[config.mk]
export PLATFORM = sky130hd
export DESIGN_NAME = loopback_seq_ctrl
export DESIGN_NICKNAME = d
export VERILOG_FILES = /design/src/rtl/lb_ctrl_pkg.sv /design/src/rtl/lb_pattern_cnt.sv /design/src/rtl/loopback_seq_ctrl.sv
export SDC_FILE = /design/constraint.sdc
export NUM_CORES = 1
export LEC_CHECK = 0
export ABC_AREA = 0
export BUFFER_PORTS_ARGS = -buffer_cell sky130_fd_sc_hd__buf_2
export CAP_MARGIN = 20
export CORE_MARGIN = 4
export CORE_UTILIZATION = 36
export CTS_BUF_LIST = sky130_fd_sc_hd__clkbuf_16
export DETAILED_ROUTE_END_ITERATION = 16
export SETUP_SLACK_MARGIN = 0.05
export SLEW_MARGIN = 20
export SYNTH_ARGS = -nofsm -noshare
export SYNTH_HDL_FRONTEND = slang
export SYNTH_SLANG_ARGS = --single-unit
[constraint.sdc]
create_clock -name clk -period 2.2 [get_ports clk]
set_input_delay 0.11 -clock clk [delete_from_list [all_inputs] [get_ports clk]]
set_output_delay 0.11 -clock clk [all_outputs]
set_load 0.005 [all_outputs]
[src/rtl/lb_ctrl_pkg.sv]
// Shared state encoding and default widths for the loopback test sequencer.
package lb_ctrl_pkg;

    localparam int DEF_DATA_W      = 8;
    localparam int DEF_LEN_W       = 16;
    localparam int DEF_ERR_W       = 16;
    localparam int DEF_TIMEOUT_CYC = 1024;

    typedef enum logic [1:0] {
        IDLE    = 2'd0,
        SEND    = 2'd1,
        WAIT_RX = 2'd2,
        DONE    = 2'd3
    } lb_state_e;

endpackage

[src/rtl/lb_pattern_cnt.sv]
// Wrapping DATA_W pattern counter; clr has priority over en.
import lb_ctrl_pkg::*;

module lb_pattern_cnt #(
    parameter int DATA_W = DEF_DATA_W
) (
    input  logic              clk,
    input  logic              rst_n,
    input  logic              en,
    input  logic              clr,
    output logic [DATA_W-1:0] cnt
);

    logic [DATA_W-1:0] cnt_q, cnt_d;

    always_comb begin
        cnt_d = cnt_q;
        if (clr) begin
            cnt_d = '0;
        end else if (en) begin
            cnt_d = cnt_q + DATA_W'(1);
        end
    end

    always_ff @(posedge clk) begin
        if (!rst_n) begin
            cnt_q <= '0;
        end else begin
            cnt_q <= cnt_d;
        end
    end

    assign cnt = cnt_q;

endmodule

[src/rtl/loopback_seq_ctrl.sv]
// Loopback test sequencer: sends a wrapping counter burst and checks the looped-back stream.
// Define LB_TIMEOUT_EN to add the WAIT_RX watchdog and the timeout flag.
import lb_ctrl_pkg::*;

module loopback_seq_ctrl #(
    parameter int DATA_W      = DEF_DATA_W,
    parameter int LEN_W       = DEF_LEN_W,
    parameter int ERR_W       = DEF_ERR_W
`ifdef LB_TIMEOUT_EN
    ,
    parameter int TIMEOUT_CYC = DEF_TIMEOUT_CYC
`endif
) (
    input  logic              clk,
    input  logic              rst_n,
    input  logic              start,
    input  logic [LEN_W-1:0]  burst_len,
    output logic [DATA_W-1:0] tx_data,
    output logic              tx_valid,
    input  logic              tx_ready,
    input  logic [DATA_W-1:0] rx_data,
    input  logic              rx_valid,
    output logic              busy,
    output logic              done,
    output logic              pass,
    output logic [ERR_W-1:0]  err_count,
    output logic              timeout
);

    lb_state_e          state_q, state_d;
    logic [LEN_W-1:0]   len_q, len_d;
    logic [LEN_W-1:0]   sent_q, sent_d;
    logic [LEN_W-1:0]   rcvd_q, rcvd_d;
    logic [ERR_W-1:0]   err_q, err_d;
    logic [DATA_W-1:0]  tx_cnt, exp_cnt;
    logic               start_ok, tx_en, exp_en, rx_active;

`ifdef LB_TIMEOUT_EN
    localparam int WDOG_W = (TIMEOUT_CYC > 1) ? $clog2(TIMEOUT_CYC) : 1;
    logic [WDOG_W-1:0]  wdog_q, wdog_d;
    logic               timeout_q, timeout_d;
`endif

    assign start_ok  = start && ((state_q == IDLE) || (state_q == DONE));
    assign rx_active = (state_q == SEND) || (state_q == WAIT_RX);
    assign tx_en     = (state_q == SEND) && tx_ready;
    assign exp_en    = rx_active && rx_valid && (rcvd_q < len_q);

    lb_pattern_cnt #(.DATA_W(DATA_W)) u_tx_cnt (
        .clk   (clk),
        .rst_n (rst_n),
        .en    (tx_en),
        .clr   (start_ok),
        .cnt   (tx_cnt)
    );

    lb_pattern_cnt #(.DATA_W(DATA_W)) u_exp_cnt (
        .clk   (clk),
        .rst_n (rst_n),
        .en    (exp_en),
        .clr   (start_ok),
        .cnt   (exp_cnt)
    );

    always_comb begin
        state_d = state_q;
        len_d   = len_q;
        sent_d  = sent_q;
        rcvd_d  = rcvd_q;
        err_d   = err_q;
`ifdef LB_TIMEOUT_EN
        timeout_d = timeout_q;
        wdog_d    = '0;
`endif
        case (state_q)
            IDLE, DONE: begin
                if (start) begin
                    len_d   = burst_len;
                    sent_d  = '0;
                    rcvd_d  = '0;
                    err_d   = '0;
`ifdef LB_TIMEOUT_EN
                    timeout_d = 1'b0;
`endif
                    state_d = (burst_len != '0) ? SEND : DONE;
                end
            end
            SEND: begin
                if (tx_ready) begin
                    sent_d = sent_q + LEN_W'(1);
                    if (sent_q == len_q - LEN_W'(1)) begin
                        state_d = WAIT_RX;
                    end
                end
            end
            WAIT_RX: begin
                if (rcvd_q == len_q) begin
                    state_d = DONE;
`ifdef LB_TIMEOUT_EN
                end else if (!rx_valid) begin
                    if (wdog_q == WDOG_W'(TIMEOUT_CYC - 1)) begin
                        state_d   = DONE;
                        timeout_d = 1'b1;
                    end else begin
                        wdog_d = wdog_q + WDOG_W'(1);
                    end
`endif
                end
            end
            default: state_d = IDLE;
        endcase

        // Beats past the burst length are overruns and count as errors without advancing the check.
        if (rx_active && rx_valid) begin
            if (rcvd_q < len_q) begin
                rcvd_d = rcvd_q + LEN_W'(1);
                if ((rx_data != exp_cnt) && (err_q != '1)) begin
                    err_d = err_q + ERR_W'(1);
                end
            end else if (err_q != '1) begin
                err_d = err_q + ERR_W'(1);
            end
        end
    end

    always_ff @(posedge clk) begin
        if (!rst_n) begin
            state_q <= IDLE;
            len_q   <= '0;
            sent_q  <= '0;
            rcvd_q  <= '0;
            err_q   <= '0;
`ifdef LB_TIMEOUT_EN
            wdog_q    <= '0;
            timeout_q <= 1'b0;
`endif
        end else begin
            state_q <= state_d;
            len_q   <= len_d;
            sent_q  <= sent_d;
            rcvd_q  <= rcvd_d;
            err_q   <= err_d;
`ifdef LB_TIMEOUT_EN
            wdog_q    <= wdog_d;
            timeout_q <= timeout_d;
`endif
        end
    end

`ifdef LB_TIMEOUT_EN
    assign timeout = timeout_q;
`else
    assign timeout = 1'b0;
`endif

    assign tx_data   = tx_cnt;
    assign tx_valid  = (state_q == SEND);
    assign busy      = rx_active;
    assign done      = (state_q == DONE);
    assign pass      = (state_q == DONE) && (err_q == '0) && !timeout;
    assign err_count = err_q;

endmodule

Yosys cells after proc, flatten, opt, wreduce, memory -nomap -nowiden
Cells that the tools add are included.

Add/subtract/negate cells: 6. Magnitude comparators: 1. Eq/ne operators: 11. Multiplexer cells: 19. Bitwise gates (word level): 1. Reductions and logical operators: 17.

Operator list (count): $mux W16 (12); $add A16 B1 Y16 const B (3); $eq A16 B16 Y1 (2); $pmux W16 S2 (1); $add A8 B1 Y8 const B (2); $logic_not A16 Y1 (1); $lt A16 B16 Y1 (1); $ne A16 B16 Y1 const B (1); $reduce_bool A16 Y1 (1); $sub A16 B1 Y16 const B (1); $mux W2 (5); $ne A8 B8 Y1 (1); $logic_and A1 B1 Y1 (6); $ne A2 B1 Y1 const B (3); $pmux W2 S3 (1); $eq A2 B2 Y1 const B (2); $reduce_and A4 Y1 (1); $reduce_or A2 Y1 (2); $reduce_and A3 Y1 (1); $eq A2 B1 Y1 const B (1); $logic_not A2 Y1 (1); $logic_or A1 B1 Y1 (2); $ne A2 B2 Y1 const B (1); $reduce_and A2 Y1 (1); other kinds (2) (2).

Bits in registers: 82. Input bits: 29. Output and inout port bits: 29. Logic and storage cells: 62.

Depth between registers and ports, before layout
Gate-level depths: netlist of the first run.

Depth after elaboration: 6. Depth in mapped cells: 11. Mapped depth without buffers: 9.

Modules after synthesis
Synthesis of the first run repeated with hierarchy kept, for this count alone.

Cell total of the unflattened synthesis: 605. Area, all modules: 4953.5 um^2.

By module, submodules not included: loopback_seq_ctrl (instances 1, cells an instance 529, area an instance 4275.4 um^2, seq. area each 1321.3 um^2); lb_pattern_cnt (instances 2, cells an instance 38, area an instance 339.1 um^2, seq. area each 160.2 um^2).

Worst setup path before layout of the first run
Ideal clock, no wire load.

Path type: register -> register. Start: register len_q[3]. End: register u_exp_cnt.cnt_q[0], in the netlist u_exp_cnt.cnt[0]. Setup time: 0.128 ns. Arrival time: 2.276 ns. Data required time: 2.072 ns. Setup slack: -0.203 ns. Cell stages (with the launch flop): 11. Buffers on the path: 2. Clock period less this slack: 2.403 ns. Path through: dfxtp_1 inv_1 ha_1 nand3_1 o221ai_1 a221oi_1 o21a_1 clkbuf_1 buf_2 xnor2_1 nor2_1.

Cells in the longest elaborated chain, start to end: 2.

RTL lines: start: declaration (RTL line loopback_seq_ctrl.sv:31) `logic [LEN_W-1:0] len_q, len_d;`; start signal: assignment (RTL line loopback_seq_ctrl.sv:139) `len_q <= len_d;`; $lt A16 B16 Y1 (RTL line loopback_seq_ctrl.sv:47) `assign exp_en = rx_active && rx_valid && (rcvd_q < len_q);`; $logic_and A1 B1 Y1 (RTL line loopback_seq_ctrl.sv:47); end signal: assignment (RTL line lb_pattern_cnt.sv:29) `cnt_q <= cnt_d;`; end: declaration (RTL line lb_pattern_cnt.sv:14) `logic [DATA_W-1:0] cnt_q, cnt_d;`.

No other way between the ends. A chain may end at the register's enable or synchronous reset.

Worst setup path in the final report of the first run
Start: register len_q[9]. End: register err_q[9], in the netlist err_count[9].

Cells in the longest elaborated chain, start to end: 3.

RTL lines: $lt A16 B16 Y1 (RTL line loopback_seq_ctrl.sv:115) `if (rcvd_q < len_q) begin`; $mux W16 (RTL line loopback_seq_ctrl.sv:115); $mux W16 (RTL line loopback_seq_ctrl.sv:114) `if (rx_active && rx_valid) begin`; end signal: assignment (RTL line loopback_seq_ctrl.sv:142) `err_q <= err_d;`; end: declaration (RTL line loopback_seq_ctrl.sv:34) `logic [ERR_W-1:0] err_q, err_d;`.

No other way between the ends.

==> impl_metrics.csv, run 1 <==
group,metric,value,unit
status,status,"finished with violations",
status,violations,"setup timing",
setup_path,critPathMaxStageDelay,0.47,ns
setup_path,crit_path_start_kind,"flip-flop",
yosys,ys_top_cells_by_area,"dfxtp_1 (34%), ha_1 (6.9%), nand2_1 (6.4%)",
floorplan,io_pins,58,
sta,finalCriticalPeriod,2.36,ns
setup_path,crit_chain,"inv_2 -> ha_4 -> nand4_1 -> buf_4 -> nor3_4 -> a221oi_2 -> o21ai_2 -> o21ai_4 -> buf_6 -> or4_1 -> a31oi_1",
sta,skew,0.00999,ns
global_routing,antenna_found_initial,0,
sta,final.setup.worst_slack,-0.155,ns
yosys,synth_edf_count,0,
global_routing,grt_pass1_wl,24200,um
job,cap_violations,0,
setup_path,critPathCaptureType,"flip-flop",
floorplan,die_area,15500,sq um
clocking,clk_latency,0.35,ns
sta,drv_slew,0,
layout,syn_to_final_growth,49.5,%
floorplan,start_util,36.8,%
pwr,p_leak,2.94,nW
sta,min_period_over_period,107,%
placed_design,place.gp.congestion,0.887,
yosys,async_reset_ff_share,0,%
clocking,cts.clk_slew.worst_paths,0.07,ns
drt,vias,5193,
yosys,synth_fp_nets,676,
layout,drive_gt1_share,39.9,%
layout,fin_util,55.1,%
yosys,seq_area_frac_synth,33.5,%
yosys,synth_commonest_cells,"nand2_1 (83), dfxtp_1 (82), nor2_1 (55)",
clocking,clkSinkCount,82,
clocking,numCtsBuffers,9,
drt,wl,15600,um
layout,antenna_cells,0,
pwr,p_per_area,986,nW/um^2
placed_design,dp_hpwl,10800,um
clocking,cts_root_buffer,"clkbuf_16",
yosys,avgSynthCellArea,7.90,sq um
drt,wl_per_cell,16.1,um
sta,setup_violations,35,
pwr,power,0.00721,W
clocking,cts_tree,"yes",
setup_path,crit_arrival,2.62,ns
yosys,synthFlopType,"dfxtp_1",
sta,max_freq,0.425,GHz
yosys,synth_area,4900,sq um
setup_path,slowest_stage,"or4_1",
yosys,synth_cells,620,
drt,drtIter0Drc,310,
global_routing,grt_max_degree,20,
sta,rsz0062_at_grt,"true",
floorplan,rows,42,
drt,drtPass1Iterations,5,
floorplan,die-height,125,um
yosys,synth_top_area_share,33.5,%
sta,finalSetupTns,-2.46,ns
drt,vias_per_cell,5.38,
placed_design,port_buffers,56,
floorplan,core_area,13300,sq um
yosys,yosysTopAreaCell,"dfxtp_1",
yosys,ys_ff_latch,82,
sta,timing.hold.ws,0.0119,ns
placed_design,post-place-ws,-0.202,ns
layout,fin_nets,841,
yosys,yosysWarnings,0,
min_path,hold_path_class,"primary input to flip-flop",
yosys,netlist-cell-type-count,63,
clocking,cts-htree-levels,3,
setup_path,worstPathMaxFanout,5,
clocking,clock_path_buffers,2,
global_routing,grtUsageTotal,18.7,%
floorplan,die_x,125,um
pwr,irDropWorstVdd,0.379,mV
sta,hold_viol,0,
drt,ant_nets,0,
setup_path,critPathKind,"flip-flop to flip-flop",
global_routing,grt_pass1_vias,5057,
setup_path,worstPathRequired,2.47,ns
yosys,yosysMostFrequentCell,"nand2_1",
drt,drc,0,
global_routing,gr-total-overflow,0,
-- worst paths after layout --
check | from | end | slack (ns) | depth (start not counted)
setup reg to reg | len_q[9]$_SDFFE_PN0P_ | err_count[9]$_SDFF_PN0_ | -0.16 | 11
hold / removal | burst_len[2] | len_q[2]$_SDFFE_PN0P_ | 0.01 | 3
setup / recovery | len_q[9]$_SDFFE_PN0P_ | err_count[9]$_SDFF_PN0_ | -0.16 | 11
hold reg to reg | u_tx_cnt.cnt[7]$_SDFFE_PP0P_ | u_tx_cnt.cnt[7]$_SDFFE_PP0P_ | 0.48 | 2
-- layer usage --
| metal | vias up | track usage [%] | routed length [um] |
|---|---|---|---|
| li1 | 2541 | - | - |
| met1 | 2485 | 24.1 | 6870 |
| met2 | 144 | 31.2 | 7650 |
| met3 | 23 | 3.09 | 715 |
| met4 | 0 | 7.41 | 326 |
| met5 | - | 0 | 0 |
-- logic make-up after synthesis --
group	count (synthesis)	synth area share [%]
multiplexers	7	1.46
adder cells (fa/ha/maj)	27	6.90
AO/OA/AOI/OAI	121	15.4
AND/OR/NAND/NOR	271	28.4
flip-flops	82	33.5
other	1	0.0766
buffers and inverters	59	4.70
XOR/XNOR	52	9.58
-- report_power, final --
part	switching, W	leakage, nW	internal (W)	total [W]
Combinational	0.00202	2.11	0.00181	0.00383
Sequential	0.0000919	0.673	0.00162	0.00171
Clock	0.000623	0.160	0.00105	0.00167
Total	0.00273	2.94	0.00448	0.00721
-- worst max-delay path, delay by kind of cell (launching register included) --
| kind | cells | cell delay (ns) |
|---|---|---|
| buffers and inverters | 3 | 0.37 |
| and+or+nand+nor | 3 | 0.82 |
| DFF | 1 | 0.34 |
| adders and majority gates | 1 | 0.26 |
| AOI/OAI and AO/OA | 4 | 0.49 |
-- sequential cells by signal, indices dropped and copies added (netlist names) --
| name | count |
|---|---|
| state_q | 2 |
| err_count | 16 |
| rcvd_q | 16 |
| sent_q | 16 |
| len_q | 16 |
| u_exp_cnt.cnt | 8 |
| u_tx_cnt.cnt | 8 |
-- per-stage QoR --
| stage | area (sq um) | std cells |
|---|---|---|
| after global routing | 7320 | 966 |
| after global placement | 6050 | 920 |
| after detailed placement | 6050 | 920 |
| final | 7320 | 966 |
| after CTS | 6710 | 947 |
| after floorplan | 4970 | 620 |
-- layout make-up --
type,instances,area (sq um)
Fill cell,1220,5980
Multi-Input combinational cell,480,3660
Sequential cell,82,1670
Timing Repair Buffer,178,1320
Clock buffer,10,250
Tap cell,176,220
Inverter,34,128
Clock inverter,6,78.8
-- placed cells by master (no fill, tap or decap), types with 20 or more instances in the layout --
master,netlist,routed
buf_4,1,107
a21oi_1,46,38
nand3_1,28,23
xnor2_1,25,24
buf_2,4,56
dfxtp_2,0,20
xor2_1,26,26
inv_1,34,26
nand2_1,83,77
dfxtp_1,82,61
nor2_1,55,46
-- what timing repair did --
item | in CTS | in global routing
setup endpoints to repair | 43 | 51
hold buffers | 1 | 0
buffers inserted | 9 | 16
resized for setup | 39 | 98
pin swaps | 24 | 38
endpoints found under the hold margin | 1 | 0
cloned | 1 | 3
Power figures use the tool's default switching activity.
==> run 2, diff against run 1 <==
ABC_AREA = 1   (was 0)
RECOVER_POWER = 100   (was not set)
==> impl_metrics.csv, run 2 <==
group,metric,value,unit
pwr,power.internal,0.00437,W
floorplan,die_x,132,um
layout,mostFrequentLayoutCell,"nand2_1",
clocking,clock_path_buffers,2,
sta,rsz0062_at_grt,"true",
sta,min_period_over_period,91.6,%
pwr,irDropWorstVdd,0.488,mV
clocking,cts_tree,"yes",
job,cap_violations,0,
clocking,cts-htree-levels,3,
floorplan,start_util,37.3,%
drt,met2_length,6680,um
layout,fin_nets,970,
setup_path,cp_num_buf_inv,2,
layout,multi_input_area,3520,sq um
sta,tightest_slew,0.736,ns
yosys,synth_edf_count,0,
sta,finalSetupTns,0,ns
yosys,synth_fp_nets,872,
pwr,p_per_area,1180,nW/um^2
setup_path,slowest_stage,"dfxtp_2",
global_routing,grt_max_degree,19,
clocking,cts.clk_slew.worst_paths,0.06,ns
pwr,power,0.00793,W
pwr,p_leak,3.00,nW
floorplan,die-height,132,um
layout,antenna_cells,0,
pwr,pwr-share-seq,27.8,%
placed_design,dp_hpwl,11400,um
setup_path,critPathCaptureType,"flip-flop",
layout,nFillCells,1557,
setup_path,crit_path_start_kind,"flip-flop",
clocking,clk_latency,0.35,ns
yosys,yosysWarnings,0,
global_routing,grt_pass1_vias,4899,
min_path,hold_path_class,"primary input to flip-flop",
global_routing,antenna_found_initial,0,
sta,relSlewSlack,51.0,%
yosys,avgSynthCellArea,6.74,sq um
drt,ant_nets,0,
pwr,combPwrFrac,55.3,%
drt,wl_per_cell,13.4,um
yosys,yosysMostFrequentCell,"nand2_1",
pwr,switching_share,44.9,%
layout,ff_latch_area,1650,sq um
floorplan,core_area,14800,sq um
setup_path,crit_arrival,2.26,ns
yosys,ys_ff_latch,82,
setup_path,crit_chain,"inv_1 -> ha_4 -> inv_1 -> nor2_1 -> nand2_1 -> nor2_4 -> nand2_1 -> nand2_1 -> nand2_1 -> nor2_1 -> nand2_1 -> nor2_1 -> nand2_1 -> nand2_2 -> nand3_1 -> nand2_1 -> nor2_1",
placed_design,place.gp.congestion,0.853,
setup_path,worstPathRequired,2.44,ns
sta,finalCriticalPeriod,2.02,ns
setup_path,r2r-end,"state_q[0]$_SDFFE_PN0P_",
setup_path,critPathKind,"flip-flop to flip-flop",
yosys,synth_top_area_share,29.9,%
floorplan,io_pins,58,
layout,syn_to_final_growth,21.9,%
status,status,"finished, final reports clean",
floorplan,die_area,17300,sq um
yosys,async_reset_ff_share,0,%
sta,timing.hold.ws,0.0569,ns
placed_design,port_buffers,56,
setup_path,critPathTopFamily,"simple AND/OR/NAND/NOR gates",
yosys,seq_area_frac_synth,29.9,%
drt,vias_per_cell,4.95,
pwr,p_sw,0.00356,W
setup_path,rr_startpoint,"len_q[0]$_SDFFE_PN0P_",
layout,layout.cells.most_common_list,"nand2_1 (177), inv_1 (101), nor2_1 (90)",
yosys,yosysTopAreaCell,"dfxtp_1",
drt,drtPass1Iterations,5,
drt,wl_met3,775,um
floorplan,rows,44,
sta,hold_viol,0,
setup_path,crit_top_cell,"nand2_1",
sta,max_freq,0.496,GHz
placed_design,place_area,6290,sq um
yosys,synth_area,5500,sq um
yosys,netlist-cell-type-count,47,
clocking,numCtsBuffers,9,
setup_path,ff2ff_setup_slack,0.18,ns
drt,drtIter0Drc,351,
sta,skew,0.00521,ns
clocking,cts_root_buffer,"clkbuf_16",
pwr,pwr-share-clk,16.9,%
yosys,synthFlopType,"dfxtp_1",
setup_path,worstPathMaxFanout,4,
yosys,ys_top_cells_by_area,"dfxtp_1 (30%), nand2_1 (12%), inv_1 (7.0%)",
setup_path,cp-startpoint,"len_q[0]$_SDFFE_PN0P_",
layout,drive_gt1_share,18.2,%
clocking,clkSinkCount,82,
setup_path,r2r_cells,17,
setup_path,path_depth,17,
yosys,synth_cells,816,
setup_path,timing.critical_path.to,"state_q[0]$_SDFFE_PN0P_",
yosys,synth_commonest_cells,"nand2_1 (182), inv_1 (102), nor2_1 (91)",
sta,drv_slew,0,
clocking,hold_buffers,0,
setup_path,critPathMaxStageDelay,0.35,ns
layout,fin_area,6700,sq um
global_routing,gr-total-overflow,0,
drt,vias,5465,
sta,setup_violations,0,
global_routing,grt_pass1_wl,23900,um
drt,routed.top_layer,"met4",
drt,drc,0,
drt,drt-met1-wl,7170,um
drt,wl,14800,um
global_routing,grtUsageTotal,16.6,%
run 2: cell count changes in the layout (fill, tap and decap cells not counted), sizes merged, moves of 8 or more:
cell | previous run | this run
nor2 | 56 | 99
buf | 175 | 88
o21ai | 23 | 39
o21a | 1 | 9
a31oi | 22 | 0
a22oi | 1 | 10
inv | 35 | 109
and3 | 12 | 1
xnor2 | 25 | 12
xor2 | 26 | 41
nand2 | 83 | 188
clkbuf | 12 | 27
a21oi | 46 | 56
nand3 | 28 | 58
run 2: worst min path at each step:
stage | cells past startpoint | endpoint | slack (ns) | start
2_1_floorplan | 2 | len_q[15]$_SDFFE_PN0P_ | 0.30 | burst_len[15]
3_3_place_gp | 3 | len_q[4]$_SDFFE_PN0P_ | 0.41 | burst_len[4]
3_5_place_dp | 3 | len_q[4]$_SDFFE_PN0P_ | 0.41 | burst_len[4]
4_1_cts | 3 | len_q[4]$_SDFFE_PN0P_ | 0.04 | burst_len[4]
5_1_grt | 3 | len_q[4]$_SDFFE_PN0P_ | 0.08 | burst_len[4]
6_report | 3 | len_q[4]$_SDFFE_PN0P_ | 0.06 | burst_len[4]
run 2: area by class of cell:
type,count,area share [%]
Sequential cell,82,24.7
Clock inverter,7,0.429
Clock buffer,9,3.36
Multi-Input combinational cell,606,52.5
Inverter,109,6.12
Timing Repair Buffer,106,9.43
Tap cell,184,3.43
run 2: through the flow:
stage | cells | utilization [%] | setup slack, ns
2_1_floorplan | 816 | - | 0.259
5_1_grt | 1103 | 45.4 | 0.0265
3_5_place_dp | 1085 | 42.6 | 0.0943
6_report | 1103 | 45.4 | 0.185
3_3_place_gp | 1085 | 42.6 | 0.144
4_1_cts | 1101 | 44.4 | 0.0750
run 2: worst register-to-register path, cell delays in order (launching register included):
cell and delay, ns:
dfxtp_2 0.35, inv_1 0.16, ha_4 0.16, inv_1 0.04
nor2_1 0.08, nand2_1 0.11, nor2_4 0.16, nand2_1 0.09
nand2_1 0.06, nand2_1 0.05, nor2_1 0.08, nand2_1 0.07
nor2_1 0.12, nand2_1 0.08, nand2_2 0.10, nand3_1 0.09
nand2_1 0.08, nor2_1 0.04
run 2: logic make-up after synthesis:
kind of cell,count (synthesis),share of synthesized area (%)
and+or+nand+nor,400,33.3
buffers and inverters,129,9.21
AOI/OAI and AO/OA,124,13.0
DFF,82,29.9
xor gates and xnor gates,53,8.44
adders and majority gates,27,6.14
other,1,0.0682
run 2: routing by layer:
layer / global-route usage, % / up-vias
li1: - / 2852
met1: 22.5 / 2466
met2: 26.8 / 131
met3: 4.20 / 16
met4: 3.79 / 0
met5: 0 / -
run 2: power by group through the flow:
| stage | sequential, W | combinational, W | clock, W |
|---|---|---|---|
| 2_1_floorplan | 0.00220 | 0.00264 | 0 |
| 3_3_place_gp | 0.00219 | 0.00416 | 0 |
| 3_5_place_dp | 0.00220 | 0.00418 | 0 |
| 4_1_cts | 0.00217 | 0.00420 | 0.00139 |
| 5_1_grt | 0.00226 | 0.00496 | 0.00144 |
| 6_report | 0.00220 | 0.00439 | 0.00134 |
run 2: what timing repair did:
item	4_1_cts	5_1_grt
setup buffers	0	1
endpoints found under the setup margin	0	44
gates resized for setup	0	44
==> run 3, diff against run 2 <==
ABC_AREA = not set   (was 1)
==> impl_metrics.csv, run 3 (synthesized netlist as in run 1, its figures left out) <==
group,metric,value,unit
status,status,"finished with violations",
status,violations,"setup timing",
layout,fin_nets,841,
placed_design,dp_hpwl,10800,um
drt,vias,5171,
pwr,p_leak,2.87,nW
drt,wl,15500,um
layout,drive_gt1_share,37.6,%
setup_path,critPathCaptureType,"flip-flop",
layout,mostFrequentLayoutCell,"buf_4",
global_routing,grt_pass1_vias,5057,
global_routing,grt_pass1_wl,24200,um
global_routing,antenna_found_initial,0,
clocking,cts_root_buffer,"clkbuf_16",
sta,final.setup.worst_slack,-0.156,ns
clocking,cts.clk_slew.worst_paths,0.06,ns
clocking,clock_path_buffers,2,
sta,finalCriticalPeriod,2.36,ns
sta,drv_slew,0,
setup_path,crit_path_start_kind,"flip-flop",
drt,drc,0,
drt,ant_nets,0,
pwr,irDropWorstVdd,0.380,mV
floorplan,die-height,125,um
drt,wl_per_cell,16.0,um
pwr,p_per_area,987,nW/um^2
drt,drtPass1Iterations,5,
floorplan,core_area,13300,sq um
placed_design,dp_cells,920,
min_path,hold_path_class,"primary input to flip-flop",
layout,instances_no_fill,966,
layout,nFillCells,1232,
floorplan,die_x,125,um
sta,setup_violations,35,
setup_path,worstPathRequired,2.46,ns
sta,timing.hold.ws,0.0102,ns
clocking,cts_tree,"yes",
global_routing,grt_max_degree,20,
clocking,clkSinkCount,82,
sta,rsz0062_at_grt,"true",
placed_design,port_buffers,56,
layout,ff_latch_area,1670,sq um
global_routing,grtUsageTotal,18.7,%
floorplan,start_util,36.8,%
layout,antenna_cells,0,
sta,skew,0.00824,ns
layout,fin_area,7270,sq um
setup_path,crit_arrival,2.62,ns
layout,layout.cells.most_common_list,"buf_4 (98), nand2_1 (77), dfxtp_1 (61)",
floorplan,rows,42,
job,cap_violations,0,
setup_path,critPathKind,"flip-flop to flip-flop",
floorplan,io_pins,58,
clocking,cts-htree-levels,3,
sta,max_freq,0.424,GHz
global_routing,gr-total-overflow,0,
layout,syn_to_final_growth,48.5,%
drt,vias_per_cell,5.35,
setup_path,worstPathMaxFanout,5,
layout,fin_util,54.7,%
clocking,numCtsBuffers,9,
sta,hold_viol,0,
placed_design,place_area,6050,sq um
placed_design,place.gp.congestion,0.887,
sta,min_period_over_period,107,%
layout,multi_input_area,3650,sq um
floorplan,die_area,15500,sq um
clocking,clk_latency,0.35,ns
drt,drtIter0Drc,336,
pwr,power,0.00718,W
[run 3: worst max-delay path: stages, from the launching register on]
cell      delay, ns
dfxtp_2        0.34
inv_2          0.05
ha_4           0.26
nand4_1        0.13
buf_4          0.18
nor3_4         0.22
a221oi_2       0.10
o21ai_2        0.12
o21ai_4        0.09
buf_6          0.14
or4_1          0.49
a31oi_1        0.16
[run 3: through the flow]
stage	setup WS, ns	TNS (ns)
global route	-0.245	-5.49
finish	-0.156	-2.41
floorplan	0.0201	0
global placement	-0.143	-2.85
detailed placement	-0.202	-4.93
CTS	-0.142	-0.504
[run 3: report_power, final]
part	total, W	switching, W	internal (W)	leakage (nW)
clock	0.00167	0.000619	0.00105	0.160
combinational	0.00380	0.00201	0.00179	2.03
sequential	0.00171	0.0000914	0.00162	0.673
[run 3: final timing paths]
kind / startpoint / end / slack (ns) / cells after the start
min reg2reg: u_tx_cnt.cnt[7]$_SDFFE_PP0P_ / u_tx_cnt.cnt[7]$_SDFFE_PP0P_ / 0.49 / 2
min: burst_len[2] / len_q[2]$_SDFFE_PN0P_ / 0.01 / 3
max: len_q[9]$_SDFFE_PN0P_ / err_count[7]$_SDFF_PN0_ / -0.16 / 11
max reg2reg: len_q[9]$_SDFFE_PN0P_ / err_count[7]$_SDFF_PN0_ / -0.16 / 11
[run 3: cell type report]
class	count	area share [%]
Multi-Input combinational cell	480	50.2
Tap cell	176	3.03
Timing Repair Buffer	178	17.5
Inverter	34	1.75
Sequential cell	82	23.0
Clock buffer	10	3.44
Clock inverter	6	1.08
[run 3: repair_timing]
item	CTS	global route
pin swaps	24	38
cloned	1	3
endpoints found under the hold margin	1	0
buffers inserted	9	16
setup endpoints to repair	43	51
hold buffers	1	0
resized for setup	39	98
[run 3: routing by layer]
metal  track usage [%]  wire [um]
met3              3.09        671
met4              7.41        328
met2              31.2       7610
met5                 0          0
met1              24.1       6890
